$ cat src/rtl/fmdll_pkg.sv
// rtl/fmdll_pkg.sv - shared FMDLL constants, FSM encoding and clock-path select helpers
package fmdll_pkg;

  localparam int DEF_CODE_W     = 10;
  localparam int DEF_SETTLE_CYC = 4;
  localparam int DEF_LOCK_CNT   = 8;
  localparam int DEF_UNLOCK_CNT = 4;

  localparam logic [1:0] SEL_GATE   = 2'b10;
  localparam logic [1:0] SEL_INJECT = 2'b01;
  localparam logic [1:0] SEL_RECIRC = 2'b00;

  typedef enum logic [2:0] {
    ST_IDLE,
    ST_SETTLE,
    ST_SAMPLE,
    ST_TRACK,
    ST_LOCKED
  } state_t;

  function automatic logic [1:0] sel_of(state_t s);
    case (s)
      ST_IDLE:   return SEL_GATE;
      ST_LOCKED: return SEL_RECIRC;
      default:   return SEL_INJECT;
    endcase
  endfunction

endpackage

$ cat src/rtl/dcdl_code_stepper.sv
// rtl/dcdl_code_stepper.sv - saturating DCDL code register with direction history and saturation flag
module dcdl_code_stepper #(
  parameter int CODE_W = 10,
  parameter int CNT_W  = 4
) (
  input  logic              clk_ext,
  input  logic              rst_n,
  input  logic              i_restart,
  input  logic              i_load,
  input  logic [CODE_W-1:0] i_load_val,
  input  logic              i_step,
  input  logic              i_up,
  input  logic              i_clr_cnt,
  output logic [CODE_W-1:0] o_code,
  output logic              o_reversal,
  output logic [CNT_W-1:0]  o_rev_cnt,
  output logic [CNT_W-1:0]  o_same_cnt,
  output logic              o_sat
);

  logic [CODE_W-1:0] r_code;
  logic              r_has_dir;
  logic              r_last_up;
  logic [CNT_W-1:0]  r_rev_cnt;
  logic [CNT_W-1:0]  r_same_cnt;
  logic              r_sat;
  logic              w_at_max;
  logic              w_at_min;
  logic              w_clip;

  assign w_at_max   = (r_code == {CODE_W{1'b1}});
  assign w_at_min   = (r_code == '0);
  assign w_clip     = (i_up && w_at_max) || (!i_up && w_at_min);
  assign o_reversal = r_has_dir && (i_up != r_last_up);

  always_ff @(posedge clk_ext or negedge rst_n) begin
    if (!rst_n) begin
      r_code     <= '0;
      r_has_dir  <= 1'b0;
      r_last_up  <= 1'b0;
      r_rev_cnt  <= '0;
      r_same_cnt <= '0;
      r_sat      <= 1'b0;
    end else begin
      if (i_load) begin
        r_code <= i_load_val;
      end else if (i_step && !w_clip) begin
        r_code <= i_up ? r_code + CODE_W'(1) : r_code - CODE_W'(1);
      end
      if (i_restart) begin
        r_has_dir  <= 1'b0;
        r_last_up  <= 1'b0;
        r_rev_cnt  <= '0;
        r_same_cnt <= '0;
        r_sat      <= 1'b0;
      end else begin
        if (i_step) begin
          r_has_dir <= 1'b1;
          r_last_up <= i_up;
          if (w_clip) r_sat <= 1'b1;
          // counters saturate so a long LOCKED stay cannot wrap them
          if (o_reversal) begin
            r_rev_cnt  <= (&r_rev_cnt) ? r_rev_cnt : r_rev_cnt + CNT_W'(1);
            r_same_cnt <= '0;
          end else begin
            r_rev_cnt  <= '0;
            r_same_cnt <= (&r_same_cnt) ? r_same_cnt : r_same_cnt + CNT_W'(1);
          end
        end
        if (i_clr_cnt) begin
          r_rev_cnt  <= '0;
          r_same_cnt <= '0;
        end
      end
    end
  end

  assign o_code     = r_code;
  assign o_rev_cnt  = r_rev_cnt;
  assign o_same_cnt = r_same_cnt;
  assign o_sat      = r_sat;

endmodule

$ cat src/rtl/dcdl_lock_ctrl.sv
// rtl/dcdl_lock_ctrl.sv - FMDLL lock controller: SAR acquisition, +/-1 tracking, clock-path sequencing
module dcdl_lock_ctrl
  import fmdll_pkg::*;
#(
  parameter int CODE_W     = DEF_CODE_W,
  parameter int SETTLE_CYC = DEF_SETTLE_CYC,
  parameter int LOCK_CNT   = DEF_LOCK_CNT,
  parameter int UNLOCK_CNT = DEF_UNLOCK_CNT
) (
  input  logic              clk_ext,
  input  logic              rst_n,
  input  logic              start,
  input  logic              pd_valid,
  input  logic              pd_lead,
  output logic [CODE_W-1:0] code,
  output logic [1:0]        sel,
  output logic              locked,
  output logic              busy,
  output logic              range_err
);

  localparam int CNT_MAX = (LOCK_CNT > UNLOCK_CNT) ? LOCK_CNT : UNLOCK_CNT;
  localparam int CNT_W   = $clog2(CNT_MAX + 1);
  localparam int BLK_W   = $clog2(SETTLE_CYC + 1);
  localparam int IDX_W   = (CODE_W > 1) ? $clog2(CODE_W) : 1;

  state_t            r_state;
  state_t            w_next;
  logic [BLK_W-1:0]  r_blank;
  logic [IDX_W-1:0]  r_bit_idx;
  logic [1:0]        r_sel;
  logic              r_locked;
  logic              r_busy;

  logic              w_settled;
  logic              w_take;
  logic              w_restart;
  logic              w_load;
  logic [CODE_W-1:0] w_load_val;
  logic              w_step;
  logic              w_clr_cnt;
  logic              w_blank_clr;
  logic              w_reversal;
  logic [CNT_W-1:0]  w_rev_cnt;
  logic [CNT_W-1:0]  w_same_cnt;
  logic [CNT_W-1:0]  w_rev_next;
  logic [CNT_W-1:0]  w_same_next;

  // r_blank saturates at SETTLE_CYC; below that pd decisions are not trusted
  assign w_settled   = (r_blank == BLK_W'(SETTLE_CYC));
  assign w_take      = pd_valid && w_settled;
  assign w_rev_next  = w_reversal ? w_rev_cnt + CNT_W'(1) : '0;
  assign w_same_next = w_reversal ? '0 : w_same_cnt + CNT_W'(1);

  always_comb begin
    w_next      = r_state;
    w_restart   = 1'b0;
    w_load      = 1'b0;
    w_load_val  = code;
    w_step      = 1'b0;
    w_clr_cnt   = 1'b0;
    w_blank_clr = 1'b0;
    if (start) begin
      w_next      = ST_SETTLE;
      w_restart   = 1'b1;
      w_load      = 1'b1;
      w_load_val  = '0;
      w_load_val[CODE_W-1] = 1'b1;
      w_blank_clr = 1'b1;
    end else begin
      case (r_state)
        ST_SETTLE: if (r_blank == BLK_W'(SETTLE_CYC - 1)) w_next = ST_SAMPLE;
        ST_SAMPLE: begin
          if (pd_valid) begin
            w_load      = 1'b1;
            w_blank_clr = 1'b1;
            w_load_val[r_bit_idx] = pd_lead;
            if (r_bit_idx != '0) begin
              w_load_val[r_bit_idx - IDX_W'(1)] = 1'b1;
              w_next = ST_SETTLE;
            end else begin
              w_next = ST_TRACK;
            end
          end
        end
        ST_TRACK: begin
          if (w_take) begin
            w_step      = 1'b1;
            w_blank_clr = 1'b1;
            if (w_rev_next == CNT_W'(LOCK_CNT)) w_next = ST_LOCKED;
          end
        end
        ST_LOCKED: begin
          if (w_take) begin
            w_step      = 1'b1;
            w_blank_clr = 1'b1;
            if (w_same_next == CNT_W'(UNLOCK_CNT)) begin
              w_next    = ST_TRACK;
              w_clr_cnt = 1'b1;
            end
          end
        end
        default: ;
      endcase
    end
  end

  always_ff @(posedge clk_ext or negedge rst_n) begin
    if (!rst_n) begin
      r_state   <= ST_IDLE;
      r_blank   <= '0;
      r_bit_idx <= '0;
      r_sel     <= SEL_GATE;
      r_locked  <= 1'b0;
      r_busy    <= 1'b0;
    end else begin
      r_state <= w_next;
      if (w_blank_clr)     r_blank <= '0;
      else if (!w_settled) r_blank <= r_blank + BLK_W'(1);
      if (start)
        r_bit_idx <= IDX_W'(CODE_W - 1);
      else if (r_state == ST_SAMPLE && pd_valid && r_bit_idx != '0)
        r_bit_idx <= r_bit_idx - IDX_W'(1);
      r_sel    <= sel_of(w_next);
      r_locked <= (w_next == ST_LOCKED);
      r_busy   <= (w_next == ST_SETTLE) || (w_next == ST_SAMPLE) || (w_next == ST_TRACK);
    end
  end

  dcdl_code_stepper #(
    .CODE_W (CODE_W),
    .CNT_W  (CNT_W)
  ) u_stepper (
    .clk_ext    (clk_ext),
    .rst_n      (rst_n),
    .i_restart  (w_restart),
    .i_load     (w_load),
    .i_load_val (w_load_val),
    .i_step     (w_step),
    .i_up       (pd_lead),
    .i_clr_cnt  (w_clr_cnt),
    .o_code     (code),
    .o_reversal (w_reversal),
    .o_rev_cnt  (w_rev_cnt),
    .o_same_cnt (w_same_cnt),
    .o_sat      (range_err)
  );

  assign sel    = r_sel;
  assign locked = r_locked;
  assign busy   = r_busy;

endmodule

$ cat config.mk
export PLATFORM = sky130hd
export DESIGN_NAME = dcdl_lock_ctrl
export DESIGN_NICKNAME = d
export VERILOG_FILES = /design/src/rtl/fmdll_pkg.sv /design/src/rtl/dcdl_code_stepper.sv /design/src/rtl/dcdl_lock_ctrl.sv
export SDC_FILE = /design/constraint.sdc
export NUM_CORES = 1
export LEC_CHECK = 0
export ABC_AREA = 1
export CAP_MARGIN = 20
export CORE_MARGIN = 4
export CORE_UTILIZATION = 60
export CTS_CLUSTER_DIAMETER = 100
export DETAILED_ROUTE_END_ITERATION = 7
export GPL_TIMING_DRIVEN = 0
export HOLD_SLACK_MARGIN = 0.06
export PLACE_DENSITY = 0.81
export SYNTH_ARGS = -nofsm -noshare
export SYNTH_HDL_FRONTEND = slang
export SYNTH_HIERARCHICAL = 1
export SYNTH_SLANG_ARGS = --single-unit
export TNS_END_PERCENT = 5
$ cat constraint.sdc
create_clock -name clk_ext -period 3 [get_ports clk_ext]
set_input_delay 0.6 -clock clk_ext [delete_from_list [all_inputs] [get_ports clk_ext]]
set_output_delay 0.6 -clock clk_ext [all_outputs]
set_load 0.02 [all_outputs]
==> run summary, run 1 <==
The max-slew violation total from the final report was 0. Dividing total power by cell area gives a power density of 622 nW/µm². The clock transition at the registers of the reported paths came out at around 0.080 ns. In the layout the commonest cells are nand2_1 (125), inv_1 (54), nand3_1 (40).

The flop-to-flop setup slack is 0.74 ns. For this design the static power due to leakage is 1.71 nW. The total instance count after detailed placement came out at ~520.

Setup violations remaining at the end of the flow were counted as 0. The clock tree root buffer cell is clkbuf_8. Across all setup checks in the final design, the least slack found is about 0.33 ns.

The initial standard-cell utilization of the core is 0.625. After the last flow step, the layout net total stands at roughly 500. The worst register-to-register path has a depth of 12. The post-cts hold buffer count is 0. The number of cell rows is 25. After synthesis, the mean cell area works out to between 6 and 7 µm². The post-layout minimum cycle time came out at between 2 and 3 ns. The library cell used most frequently in the layout, excluding fill and tap cells, is nand2_1.

The peak ir drop on the vdd network came out at ~540 µV. The net switching power of the design came out at 0.948 mW. The insertion delay of the later-clocked pin in the worst-skew pair came out at roughly 0.30 ns. The relative area change from synthesis to final layout is 12.5%.

The final clock period utilization by the worst path came out at 0.890. The proportion of layout cells with a drive suffix above 1 came out at 0.0886. The final-report hold violation count came to 0. The share of total power dissipated in sequential elements is 0.338. Cell internal power was estimated by the tool at between 1 and 1.5 mW. The buffer levels on the longest clock path came out at 2. The post-synthesis net count came out at between 400 and 500. The via count of the first global-routing pass is 2806. The flow ran to the end, and the final reports show no timing, DRC or antenna violations.

Across all layers, the routed design uses about 2900 vias. The critical path in this run is classified as input pin to register. The arrival time reported for the critical path endpoint came out at between 2 and 3 ns. The number of instances in the synthesized netlist is between 400 and 500. The cell with the biggest individual delay on the critical path is clkdlybuf4s50_1. The die covers 6180 µm². In this run the tightest slew margin relative to its limit is 0.474. The path class of the lowest-slack min-delay path is input pin to asynchronous set/reset pin.

The number of remaining DRC errors came out at 0. The type of element capturing the critical path is a register. The aggregate global routing overflow is 0.

Setup repair after global routing left no endpoint under its margin. For this block, the routed nets add up to between 7000 and 8000 µm of wire. Of all nets on the critical path, the largest fanout is 10. The top cell type by total area after synthesis is dfrtp_1. Once detail routing completed, the nets flagged for antenna violations numbered 0. The first global-routing pass estimated around 12000 µm of wire. The I/O pin count came out at 20. The share of synthesized area in the top cell type comes to 0.284. The number of violations reported at the end of detailed-routing iteration 0 is approximately 250.

Yosys attributes the largest share of cell area to dfrtp_1 (28%), nand2_1 (16%), ha_1 (8.4%), inv_1 (6.8%), nand3_1 (6.7%). The antenna diode count is 0. TritonCTS built the clock tree. Of the total power, the share spent switching nets is 0.453.

The share of total power dissipated in combinational logic is 0.487. The setup skew after layout came out at 0.00454 ns. The area of combinational cells with multiple inputs is roughly 1900 µm². The startpoint identified for the worst register-to-register timing path is u_stepper/r_last_up.

The count of cells in the finished layout, fillers not included, comes to 530. The Yosys step of the flow raised 6 warnings. The worst setup path is launched from an input pin. Among the stages of the critical path, the cell type that occurs most often is nand2_1.

The total half-perimeter wirelength after legalization and detailed placement came out at 5450 µm. The share of power burned in the clock network came out at 0.175. Across the run, the number of max-cap violations was 0. The total clock sinks came out at 35. The number of buffers added by the clock tree synthesis step came out at 5. The depth of the CTS H-tree is 2.

The delay of the slowest critical-path stage came out at around 0.85 ns. The distinct cell type count of the synthesized netlist came out at 44. The count of input and output buffers is 19. The number of inserted filler cells in the final layout came out at roughly 400. The post-CTS repair timing setup buffer count is 0. The routed wire length per instance came out at 13.3 µm. The height of the chip is slightly below 80 µm. The maximum frequency from static timing analysis is approximately 0.37 GHz. The sequential share of the synthesized area came out at 0.293. In the global route stage, overall resource usage came out at 0.250. The die span in x is slightly below 80 µm.

At the end of routability-driven placement, the weighted congestion stood at between 0.9 and 1. The first detailed-routing pass ran for 5 iterations. Walking the worst path, the cells encountered are clkdlybuf4s50_1 > inv_1 > clkbuf_1 > nand2_1 > clkinv_1 > or2_2 > nand3_1 > nand2_1. The initial antenna violation count came out at 0.

The flop and latch count out of synthesis came out at 35. The combined flip-flop and latch cell area is roughly 880 µm². Prior to clock tree synthesis, the placed netlist has a worst setup slack of -0.302 ns. The critical path required time is about 3.2 ns.

The pin count of the biggest net entering global routing is 36. The synthesized cell area came out at 2990 µm². The standard cell core area is ~4800 µm².

The pin slew with the least headroom to its limit came out at ~0.79 ns. In this run the critical register-to-register path is captured at u_stepper/o_same_cnt[1]. After detailed routing, the number of vias per cell comes to 5.54. The final hold slack is roughly 0.37 ns.
kinds of logic after synthesis:
group / count (synthesis) / share of synthesized area
simple gates: 239 / 0.364
mux: 8 / 0.0268
xor+xnor: 7 / 0.0205
flops: 35 / 0.293
buf+inv: 65 / 0.0836
compound gates: 61 / 0.121
fa+ha+maj: 21 / 0.0903
metal layers:
layer	global-route usage	vias up	routed length, µm
met4	0.0822	0	80
met3	0.0470	9	396
met1	0.339	1370	3310
met2	0.401	76	3290
li1	-	1479	-
met5	0	-	0
through the flow:
| step | TNS [ns] | utilization | power [mW] | instance area, µm² |
|---|---|---|---|---|
| 6_report | 0 | 0.703 | 2.09 | 3360 |
| 5_1_grt | 0 | 0.703 | 2.27 | 3360 |
| 4_1_cts | 0 | 0.701 | 2.09 | 3350 |
| 3_5_place_dp | -2.02 | 0.681 | 1.72 | 3260 |
| 3_3_place_gp | -1.64 | 0.682 | 1.69 | 3270 |
| 2_1_floorplan | 0 | - | 1.41 | 2990 |
power by group through the flow:
stage               clock, mW  combinational (mW)  sequential (mW)
floorplan                   0               0.670            0.743
global placement            0               0.980            0.706
detailed placement          0                1.01            0.713
CTS                     0.374                1.02            0.703
global route            0.391                1.15            0.722
finish                  0.365                1.02            0.707
state kept, by name, indices dropped and copies added (netlist names):
register	cells
u_stepper/o_same_cnt	4
r_bit_idx	4
locked	1
r_blank	3
sel	2
u_stepper/o_rev_cnt	4
u_stepper/r_has_dir	1
u_stepper/r_last_up	1
r_state	3
u_stepper/o_code	10
u_stepper/o_sat	1
busy	1
synth_stat cells, drive strengths merged:
library cell,count
nand2,132
inv,60
nand3,44
nor2,44
dfrtp,34
o21ai,28
ha,20
a21oi,18
nand4,9
mux2i,8
a31oi,6
xor2,6
or2,4
clkbuf,3
nor3,3
nand3b,2
o211ai,2
o32ai,2
a211oi,1
and2,1
buf,1
clkinv,1
dfstp,1
fa,1
o21a,1
o21bai,1
o22ai,1
o31ai,1
xnor2,1
area by class of cell:
type	count	share of cell area
multi-input combinational	336	0.556
tap	67	0.0249
inverter	61	0.0688
buffer	4	0.00558
timing repair buffer	19	0.0558
sequential	35	0.261
clock buffer	5	0.0205
clock inverter	3	0.00744
worst max path at each step:
stage	startpoint	depth (start not counted)	slack, ns	end
after floorplan	pd_lead	14	0.66	u_stepper/o_same_cnt[2]
after global placement	pd_lead	13	-0.26	u_stepper/o_same_cnt[1]
after detailed placement	pd_lead	13	-0.30	u_stepper/o_same_cnt[1]
after CTS	pd_lead	13	0.006	u_stepper/o_same_cnt[1]
after global routing	start	8	0.14	u_stepper/o_code[6]
final	start	8	0.33	u_stepper/o_code[6]
repair_timing:
action / CTS / global route
hold endpoints to repair: 0 / 0
setup endpoints to repair: 0 / 8
gates resized for setup: 0 / 3
worst max-delay path: cells and delay by family:
| family | cells | cell delay [ns] |
|---|---|---|
| and+or+nand+nor | 4 | 0.68 |
| buffers and inverters | 4 | 1.59 |
Note: power is estimated with default switching activity, not from simulation.
==> run 2: changes to the inputs <==
--- a/config.mk
+++ b/config.mk
@@ -12,7 +12,7 @@
 export CTS_CLUSTER_DIAMETER = 100
 export DETAILED_ROUTE_END_ITERATION = 7
 export GPL_TIMING_DRIVEN = 0
-export HOLD_SLACK_MARGIN = 0.06
+export HOLD_SLACK_MARGIN = 0.03
 export PLACE_DENSITY = 0.81
 export SYNTH_ARGS = -nofsm -noshare
 export SYNTH_HDL_FRONTEND = slang
==> constraint.sdc (replaced) <==
create_clock -name clk_ext -period 3 [get_ports clk_ext]
set_input_delay 0.6 -clock clk_ext [delete_from_list [all_inputs] [get_ports clk_ext]]
set_output_delay 0.6 -clock clk_ext [all_outputs]
set_load 0.005 [all_outputs]
==> results of run 2 <==
The final DEF is identical to that of run 1. Status: finished, final reports clean.
Among the figures that moved: total power 2.09 mW -> 2.03 mW
